**src/rtl/vga_timing_receiver_if.sv**
```systemverilog
// Video input stream and recovered pixel outputs of vga_timing_receiver.
// master: stream source and pixel consumer; slave: the receiver itself.
interface vga_timing_receiver_if;
    logic [7:0] video_red;
    logic [7:0] video_green;
    logic [7:0] video_blue;
    logic       video_horizontal_sync;
    logic       video_vertical_sync;
    logic       video_blank;
    logic [9:0] pixel_x_pos;
    logic [9:0] pixel_y_pos;
    logic [7:0] pixel_red;
    logic [7:0] pixel_green;
    logic [7:0] pixel_blue;
    logic       pixel_valid;
    logic       frame_start;
    logic       locked;
    logic [7:0] error_count;

    modport master (
        output video_red, video_green, video_blue,
        output video_horizontal_sync, video_vertical_sync, video_blank,
        input  pixel_x_pos, pixel_y_pos, pixel_red, pixel_green, pixel_blue,
        input  pixel_valid, frame_start, locked, error_count
    );

    modport slave (
        input  video_red, video_green, video_blue,
        input  video_horizontal_sync, video_vertical_sync, video_blank,
        output pixel_x_pos, pixel_y_pos, pixel_red, pixel_green, pixel_blue,
        output pixel_valid, frame_start, locked, error_count
    );
endinterface

```
**src/rtl/vga_timing_receiver.sv**
```systemverilog
// Recovers pixel coordinates from a VGA-style stream, qualifies the geometry and tracks lock.
// Two-register latency: s1 samples the inputs, outputs are registered from s1 plus counters.
module vga_timing_receiver #(
    parameter int unsigned H_ACTIVE    = 640,
    parameter int unsigned V_ACTIVE    = 480,
    parameter int unsigned LOCK_FRAMES = 2
) (
    input logic                  clock,
    input logic                  reset,
    vga_timing_receiver_if.slave vid_io
);

    typedef enum logic [1:0] {StIdle, StSearch, StLocked} state_e;

    logic [7:0] s1_red_q, s1_green_q, s1_blue_q;
    logic       s1_hs_q, s1_vs_q, s1_blank_q;
    logic       s2_vs_q, s2_blank_q;

    state_e     state_q, state_d;
    logic [3:0] good_q, good_d;
    logic [9:0] x_q, x_d, y_q, y_d, y_inc;
    logic       hs_seen_q, hs_seen_d, hs_seen_base;
    logic       frame_bad_q, frame_bad_d, frame_bad_now;
    logic [7:0] err_q, err_d;
    logic [8:0] err_sum;

    logic line_start, line_end, frame_sync;
    logic hs_err, len_err, line_err, frame_err;

    logic [9:0] px_q, py_q;
    logic [7:0] red_q, green_q, blue_q;
    logic       valid_q, valid_d, fs_q, fs_d, locked_q;

    always_comb begin
        line_start = s1_blank_q & ~s2_blank_q;
        line_end   = ~s1_blank_q & s2_blank_q;
        frame_sync = ~s1_vs_q & s2_vs_q;

        x_d = x_q;
        if (line_start) begin
            x_d = '0;
        end else if (s1_blank_q && (x_q != 10'h3ff)) begin
            x_d = x_q + 10'd1;
        end

        // Line end is counted before the frame check and before the clear.
        y_inc = (line_end && (y_q != 10'h3ff)) ? y_q + 10'd1 : y_q;
        y_d   = frame_sync ? '0 : y_inc;

        // hsync during active video is flagged only once per line.
        hs_seen_base = line_start ? 1'b0 : hs_seen_q;
        hs_err       = s1_blank_q & ~s1_hs_q & ~hs_seen_base;
        hs_seen_d    = hs_seen_base | (s1_blank_q & ~s1_hs_q);

        len_err   = line_end && ((32'(x_q) + 32'd1) != H_ACTIVE);
        line_err  = hs_err | len_err;
        frame_err = frame_sync && (state_q != StIdle) && (32'(y_inc) != V_ACTIVE);

        frame_bad_now = frame_bad_q | line_err | frame_err;
        frame_bad_d   = frame_sync ? 1'b0 : frame_bad_now;

        err_sum = {1'b0, err_q} + {8'd0, line_err} + {8'd0, frame_err};
        err_d   = err_sum[8] ? 8'hff : err_sum[7:0];

        state_d = state_q;
        good_d  = good_q;
        case (state_q)
            StIdle: begin
                if (frame_sync) begin
                    state_d = StSearch;
                    good_d  = '0;
                end
            end
            StSearch: begin
                if (frame_sync) begin
                    if (frame_bad_now) begin
                        good_d = '0;
                    end else if ((32'(good_q) + 32'd1) >= LOCK_FRAMES) begin
                        state_d = StLocked;
                        good_d  = '0;
                    end else begin
                        good_d = good_q + 4'd1;
                    end
                end
            end
            StLocked: begin
                if (line_err || frame_err) begin
                    state_d = StSearch;
                    good_d  = '0;
                end
            end
            default: begin
                state_d = StIdle;
                good_d  = '0;
            end
        endcase

        valid_d = (state_d == StLocked) & s1_blank_q &
                  (32'(x_d) < H_ACTIVE) & (32'(y_d) < V_ACTIVE);
        fs_d    = valid_d & (x_d == 10'd0) & (y_d == 10'd0);
    end

    always_ff @(posedge clock or negedge reset) begin
        if (!reset) begin
            s1_red_q    <= '0;
            s1_green_q  <= '0;
            s1_blue_q   <= '0;
            s1_hs_q     <= 1'b1;
            s1_vs_q     <= 1'b1;
            s1_blank_q  <= 1'b0;
            s2_vs_q     <= 1'b1;
            s2_blank_q  <= 1'b0;
            state_q     <= StIdle;
            good_q      <= '0;
            x_q         <= '0;
            y_q         <= '0;
            hs_seen_q   <= 1'b0;
            frame_bad_q <= 1'b0;
            err_q       <= '0;
            px_q        <= '0;
            py_q        <= '0;
            red_q       <= '0;
            green_q     <= '0;
            blue_q      <= '0;
            valid_q     <= 1'b0;
            fs_q        <= 1'b0;
            locked_q    <= 1'b0;
        end else begin
            s1_red_q    <= vid_io.video_red;
            s1_green_q  <= vid_io.video_green;
            s1_blue_q   <= vid_io.video_blue;
            s1_hs_q     <= vid_io.video_horizontal_sync;
            s1_vs_q     <= vid_io.video_vertical_sync;
            s1_blank_q  <= vid_io.video_blank;
            s2_vs_q     <= s1_vs_q;
            s2_blank_q  <= s1_blank_q;
            state_q     <= state_d;
            good_q      <= good_d;
            x_q         <= x_d;
            y_q         <= y_d;
            hs_seen_q   <= hs_seen_d;
            frame_bad_q <= frame_bad_d;
            err_q       <= err_d;
            px_q        <= x_d;
            py_q        <= y_d;
            red_q       <= s1_red_q;
            green_q     <= s1_green_q;
            blue_q      <= s1_blue_q;
            valid_q     <= valid_d;
            fs_q        <= fs_d;
            locked_q    <= (state_d == StLocked);
        end
    end

    assign vid_io.pixel_x_pos = px_q;
    assign vid_io.pixel_y_pos = py_q;
    assign vid_io.pixel_red   = red_q;
    assign vid_io.pixel_green = green_q;
    assign vid_io.pixel_blue  = blue_q;
    assign vid_io.pixel_valid = valid_q;
    assign vid_io.frame_start = fs_q;
    assign vid_io.locked      = locked_q;
    assign vid_io.error_count = err_q;

endmodule

```
**src/flat_wrapper.sv**
```systemverilog
// flat-port wrapper written by rule: the top's interface ports become plain ports
module vga_timing_receiver_flat 
#(
    parameter int unsigned H_ACTIVE    = 640,
    parameter int unsigned V_ACTIVE    = 480,
    parameter int unsigned LOCK_FRAMES = 2
)
  (clock, reset, vid_io_video_red, vid_io_video_green, vid_io_video_blue, vid_io_video_horizontal_sync, vid_io_video_vertical_sync, vid_io_video_blank, vid_io_pixel_x_pos, vid_io_pixel_y_pos, vid_io_pixel_red, vid_io_pixel_green, vid_io_pixel_blue, vid_io_pixel_valid, vid_io_frame_start, vid_io_locked, vid_io_error_count);
  vga_timing_receiver_if vid_io_i ();
  input logic clock;
  input logic reset;
  input wire logic [$bits(vid_io_i.video_red)-1:0] vid_io_video_red;
  input wire logic [$bits(vid_io_i.video_green)-1:0] vid_io_video_green;
  input wire logic [$bits(vid_io_i.video_blue)-1:0] vid_io_video_blue;
  input wire logic [$bits(vid_io_i.video_horizontal_sync)-1:0] vid_io_video_horizontal_sync;
  input wire logic [$bits(vid_io_i.video_vertical_sync)-1:0] vid_io_video_vertical_sync;
  input wire logic [$bits(vid_io_i.video_blank)-1:0] vid_io_video_blank;
  output wire logic [$bits(vid_io_i.pixel_x_pos)-1:0] vid_io_pixel_x_pos;
  output wire logic [$bits(vid_io_i.pixel_y_pos)-1:0] vid_io_pixel_y_pos;
  output wire logic [$bits(vid_io_i.pixel_red)-1:0] vid_io_pixel_red;
  output wire logic [$bits(vid_io_i.pixel_green)-1:0] vid_io_pixel_green;
  output wire logic [$bits(vid_io_i.pixel_blue)-1:0] vid_io_pixel_blue;
  output wire logic [$bits(vid_io_i.pixel_valid)-1:0] vid_io_pixel_valid;
  output wire logic [$bits(vid_io_i.frame_start)-1:0] vid_io_frame_start;
  output wire logic [$bits(vid_io_i.locked)-1:0] vid_io_locked;
  output wire logic [$bits(vid_io_i.error_count)-1:0] vid_io_error_count;
  assign vid_io_i.video_red = vid_io_video_red;
  assign vid_io_i.video_green = vid_io_video_green;
  assign vid_io_i.video_blue = vid_io_video_blue;
  assign vid_io_i.video_horizontal_sync = vid_io_video_horizontal_sync;
  assign vid_io_i.video_vertical_sync = vid_io_video_vertical_sync;
  assign vid_io_i.video_blank = vid_io_video_blank;
  assign vid_io_pixel_x_pos = vid_io_i.pixel_x_pos;
  assign vid_io_pixel_y_pos = vid_io_i.pixel_y_pos;
  assign vid_io_pixel_red = vid_io_i.pixel_red;
  assign vid_io_pixel_green = vid_io_i.pixel_green;
  assign vid_io_pixel_blue = vid_io_i.pixel_blue;
  assign vid_io_pixel_valid = vid_io_i.pixel_valid;
  assign vid_io_frame_start = vid_io_i.frame_start;
  assign vid_io_locked = vid_io_i.locked;
  assign vid_io_error_count = vid_io_i.error_count;
  vga_timing_receiver #(.H_ACTIVE(H_ACTIVE), .V_ACTIVE(V_ACTIVE), .LOCK_FRAMES(LOCK_FRAMES)) u_core (.clock(clock), .reset(reset), .vid_io(vid_io_i));
endmodule
```
**config.mk**
```make
export PLATFORM = sky130hd
export DESIGN_NAME = vga_timing_receiver_flat
export DESIGN_NICKNAME = d
export VERILOG_FILES = /design/src/rtl/vga_timing_receiver_if.sv /design/src/rtl/vga_timing_receiver.sv /design/src/flat_wrapper.sv
export SDC_FILE = /design/constraint.sdc
export NUM_CORES = 1
export LEC_CHECK = 0
export BUFFER_PORTS_ARGS = -buffer_cell sky130_fd_sc_hd__clkbuf_2
export CAP_MARGIN = 10
export CORE_UTILIZATION = 50
export CTS_BUF_LIST = sky130_fd_sc_hd__clkbuf_4
export CTS_CLUSTER_SIZE = 10
export DETAILED_ROUTE_END_ITERATION = 7
export GPL_TIMING_DRIVEN = 0
export PLACE_DENSITY = 0.78
export RECOVER_POWER = 100
export SLEW_MARGIN = 20
export SYNTH_ARGS = -nofsm -noshare
export SYNTH_HDL_FRONTEND = slang
export SYNTH_SLANG_ARGS = --single-unit
```
**constraint.sdc**
```tcl
create_clock -name clock -period 2.9 [get_ports clock]
set_input_delay 0.58 -clock clock [delete_from_list [all_inputs] [get_ports clock]]
set_output_delay 0.58 -clock clock [all_outputs]
set_load 0.005 [all_outputs]
```
Yosys cells after proc, flatten, opt, wreduce, memory -nomap -nowiden
Cells that the tools add are included.
Cells by class
  equal/unequal tests: 10
  add/sub/neg operators: 7
  magnitude comparators: 3
  muxes and demuxes: 19
  bitwise gates (word level): 19
  reductions and logical operators: 11
Operators by type and width (number)
  $mux W10: 4
  $ge A32 B2 Y1 const B: 1
  $ne A32 B10 Y1 const B: 1
  $add A10 B1 Y10 const B: 2
  $logic_not A10 Y1: 2
  $mux W4: 5
  $ne A10 B10 Y1 const B: 2
  $pmux W4 S3: 1
  $add A10 B1 Y11 const B: 1
  $and A1 B1 Y1: 10
  $lt A10 B10 Y1 const B: 1
  $lt A10 B9 Y1 const B: 1
  $mux W2: 5
  $ne A10 B9 Y1 const B: 1
  $add A8 B1 Y9: 1
  $add A9 B1 Y9: 1
  $mux W8: 1
  $ne A2 B1 Y1 const B: 3
  $pmux W2 S3: 1
  $add A4 B1 Y5 const B: 1
  $logic_and A1 B1 Y1: 5
  $not A1 Y1: 5
  $add A4 B1 Y4 const B: 1
  $eq A2 B2 Y1 const B: 2
  other kinds (7): 11
Word-level totals
  output and inout port bits: 55
  logic and storage cells: 90
  flip-flop bits (word level): 92
  input port bits: 29

Logic depth before layout (Yosys ltp)
  depth in word-level cells: 17
  mapped depth: 14
  depth with buffers taken out: 14

Worst setup path after synthesis
No wires, ideal clock.
  path kind: reg2reg
  start: register u_core.y_q[0]
  end: register u_core.err_q[1] (netlist: u_core.vid_io.error_count[1])
  data required time: 2.830 ns
  path buffers: 0
  arrival time: 3.107 ns
  period minus slack after synthesis: 3.177 ns
  cell stages (with the launch flop): 15
  slack: -0.277 ns
  library setup time: 0.070 ns
  cells stage by stage: dfrtp_1 ha_1 nand3_1 o31ai_4 mux2_1 and4_1 a31oi_4 nand2_1 fa_1 inv_1 ha_1 nand2_1 nor2_1 nand3_1 nand2b_1
Between the ends
  cells in the longest elaborated chain, start to end: 7
  elaborated cells between the ends (all ways): 8
  those cells by class: 2 x add/sub; 2 x eq/ne; 2 x mux; 2 x reduce/logical
Ends and longest elaborated chain
  start, declared: RTL line vga_timing_receiver.sv:21  | logic [9:0] x_q, x_d, y_q, y_d, y_inc;
  start signal, assigned: RTL line vga_timing_receiver.sv:140  | y_q <= y_d;
  branches (longest 2 deep; another with $add A10 B1 Y10)
  $mux W10 *: RTL line vga_timing_receiver.sv:47  | y_inc = (line_end && (y_q != 10'h3ff)) ? y_q + 10'd1 : y_q;
  $ne A10 B9 Y1 *: RTL line vga_timing_receiver.sv:57  | frame_err = frame_sync && (state_q != StIdle) && (32'(y_inc) != V_ACTIVE);
  $logic_and A1 B1 Y1 *: RTL line vga_timing_receiver.sv:57
  $add A9 B1 Y9 *: RTL line vga_timing_receiver.sv:62  | err_sum = {1'b0, err_q} + {8'd0, line_err} + {8'd0, frame_err};
  $mux W8 *: RTL line vga_timing_receiver.sv:63  | err_d = err_sum[8] ? 8'hff : err_sum[7:0];
  named net u_core.err_d[1]: RTL line vga_timing_receiver.sv:24  | logic [7:0] err_q, err_d;
  end signal, assigned: RTL line vga_timing_receiver.sv:143  | err_q <= err_d;
  end, declared: RTL line vga_timing_receiver.sv:24
Mark *: on every way through the listed nets, which the timed path passes.
A chain may end at the register's enable or synchronous reset.

Worst setup path in the final report
  start: register u_core.y_q[0]
  end: register u_core.err_q[7] (netlist: u_core.vid_io.error_count[7])
The elaborated chain is that of the path after synthesis.

==> results_dict.tcl <==
set metrics [dict create \
    cp-end-kind "flop" \
    drv_slew 93 \
    ys.warnings.count 0 \
    cpMostUsedCell "nand3_4" \
    grt_pass1_vias 2591 \
    synth-xor-area-share_pct 1.42 \
    hold_violations 0 \
    stdcell_count 526 \
    synthMuxAreaShare_pct 2.30 \
    track_usage_pct 21.5 \
    route.detailed.drc 0 \
    fin_crit_sh_pct 100 \
    tightest_slew_ns 2.16 \
    cp_data_required_time_ns 3.25 \
    syn_nets 346 \
    utilization_pct 64.8 \
    rows 31 \
    critPathLaunch "u_core.y_q[0]" \
    min-delay-start "vid_io_video_vertical_sync" \
    vias 2814 \
    vias_per_cell 5.35 \
    cts_tree "yes" \
    n_fill_cell 540 \
    synth_fa_ha_area_share_pct 2.23 \
    syn-cell-area_mm2 0.00371 \
    cp_top_family "simple AND/OR/NAND/NOR gates" \
    skew_ns 0.0165 \
    first_iter_violations 181 \
    clkSlewWorstSetupHoldPaths_ns 0.15 \
    drt-total-wl_um 7820 \
    die_area_mm2 0.00776 \
    ys_ff_latch 92 \
    yosysUniqueCellTypes 62 \
    ys_seq_area_share_pct 62.2 \
    layout_common_cells "83 x clkbuf_2, 81 x dfrtp_1, 25 x nand2_1" \
    placement.io_buffers 83 \
    io_pins 84 \
    max_freq_mhz 344 \
    gp_congestion 0.908 \
    start_util_pct 51.4 \
    htree_levels 3 \
    avgSynthCellArea_um2 11.9 \
    drive_above_1_share_pct 39.1 \
    yosys.area_share.simple_pct 17.8 \
    hpwlAfterDp_um 5230 \
    postCtsHoldBufs 0 \
    nets 457 \
    regArea_mm2 0.00232 \
    grt_pass1_wl_um 12400 \
    clockRootBuffer "clkbuf_4" \
    place_area_mm2 0.00431 \
    die_y_um 88.1 \
    period_minus_slack_ns 2.91 \
    dr.pass1.iters 4 \
    core_mm2 0.00721 \
    peakVddDrop_uv 455 \
    ys.flop_type "dfrtp_1" \
    worst-path-buf-inv 1 \
    clkSinkCount 92 \
    synth_compound_area_share_pct 11.7 \
    outcome "finished with violations" \
    crit_slowest_cell "dfrtp_2" \
    timing.rr.start "u_core.y_q[0]" \
    place_ws_ns -0.296 \
    violations "capacitance limit, slew limit, setup timing" \
    synth_cells 311 \
    area_growth_pct 26.2 \
    antenna_found_initial 0 \
    setup_slack_ns -0.00930 \
    grt_start_max_net_pins 93 \
    relSlewSlack_pct -44.1 \
    synth_top_family_by_area "simple AND/OR/NAND/NOR gates" \
    path_cells "ha_4, nand3_4, o31ai_4, mux2_4, and4_4, a31oi_4, nand2_2, fa_2, inv_2, nand3_4, nor2_4, nand3_1, mux2_2" \
    final_area_mm2 0.00468 \
    multiInputGateArea_mm2 0.00144 \
    power.total_uw 2760 \
    numCtsBuffers 9 \
    clockBufferDepth 2 \
    final_common_cell "clkbuf_2" \
    power_density_mw_per_mm2 590 \
    cap_violations 1 \
    fp.dieW_um 88.1 \
    async_flop_share_pct 100 \
    clock_latency_ns 0.44 \
    startpoint_type "flop" \
    critPathArrivalTime_ns 3.26 \
    finalSetupViolations 1 \
    place_inst 493 \
    cp_max_fo 5 \
    max_stage_delay_ns 0.43 \
    wl_per_cell_um 14.9 \
    crit_type "flop to flop" \
    antenna_left 0 \
    synth_edf_count 0 \
    power_leakage_uw 0.00218 \
    worstHoldPathType "primary input to flop" \
    grt_overflow 0 \
    antennaDiodeCount 0 \
    rsz0062_at_grt "yes" \
]
[sequential cells by signal (all words and copies together) (netlist names), 2 cells and up]
| name | cells |
|---|---|
| u_core.s1_blue_q | 8 |
| u_core.x_q | 10 |
| u_core.s1_red_q | 8 |
| u_core.y_q | 10 |
| u_core.vid_io.pixel_green | 8 |
| u_core.s1_green_q | 8 |
| u_core.state_q | 2 |
| u_core.vid_io.error_count | 8 |
| u_core.good_q | 4 |
| u_core.vid_io.pixel_blue | 8 |
| u_core.vid_io.pixel_red | 8 |
[area by class of cell]
type	count	share of cell area, %
Multi-Input combinational cell	199	30.9
Inverter	10	0.803
Timing Repair Buffer	100	11.6
Tap cell	99	2.65
Sequential cell	92	49.5
Buffer	10	1.18
Clock inverter	7	1.90
Clock buffer	9	1.45
[synth_stat cells, types with 4 or more instances]
cell type  number  share of area (%)
mux2i_1         4                1.1
nor3_1          6               0.81
a21oi_1        12                1.6
and4_1          4               0.95
clkbuf_1        4               0.41
nand2b_1        7                1.2
and2_1          6                1.0
nor2b_1         5               0.84
or3_1           4               0.68
ha_1            5                1.7
nor4_1          4               0.68
a31oi_1         8                1.4
dfrtp_1        89                 60
nand2_1        28                2.8
o21ai_0         7               0.95
and3_1          4               0.68
inv_1          10                1.0
buf_2           4               0.54
nor2_1         24                2.4
nand3_1        11                1.5
[worst reg2reg max path, delay by kind of cell (launching register included)]
family | cells | cell delay [ns]
mux | 2 | 0.63
compound gates | 2 | 0.46
buf+inv | 1 | 0.10
simple gates | 6 | 0.68
flops | 1 | 0.43
fa+ha+maj | 2 | 0.52
[layer usage]
metal | GRT usage, % | up-vias | routed length [um]
li1 | - | 1335 | -
met4 | 8.94 | 0 | 151
met5 | 0 | - | 0
met3 | 7.26 | 17 | 551
met1 | 29.4 | 1356 | 3400
met2 | 31.7 | 106 | 3710
[report_power, final]
part,internal (uW),switching [uW]
Combinational,243,255
Clock,287,467
Sequential,1390,116
[per-stage QoR]
step	setup TNS (ns)	hold WS, ns
after floorplan	-0.00569	0.284
after global placement	-1.69	0.331
after detailed placement	-2.18	0.335
after CTS	0	0.171
after global routing	-0.202	0.157
final	-0.00930	0.201
[worst paths after layout]
path	end	slack, ns	cells past startpoint
max in group asynchronous	u_core.y_q[2]	0.74	1
worst max register to register	u_core.vid_io.error_count[7]	-0.009	13
worst min-delay path	u_core.s1_vs_q	0.20	1
worst max-delay path	u_core.vid_io.error_count[7]	-0.009	13
min in group asynchronous	u_core.x_q[5]	0.72	1
worst min register to register	u_core.vid_io.pixel_red[7]	0.36	0
[repair_timing]
item                       in CTS  in global routing
buffers inserted                9                  8
hold endpoints to repair        0                  0
pin swaps                       4                  8
setup endpoints to repair       8                  8
gates resized for setup        13                 18
[kinds of logic after synthesis]
kind of cell,Yosys count
flip-flops,92
XOR/XNOR,6
multiplexers,8
AND/OR/NAND/NOR,121
buffers and inverters,20
adder cells (fa/ha/maj),6
AO/OA/AOI/OAI,58
Power figures use the tool's default switching activity.
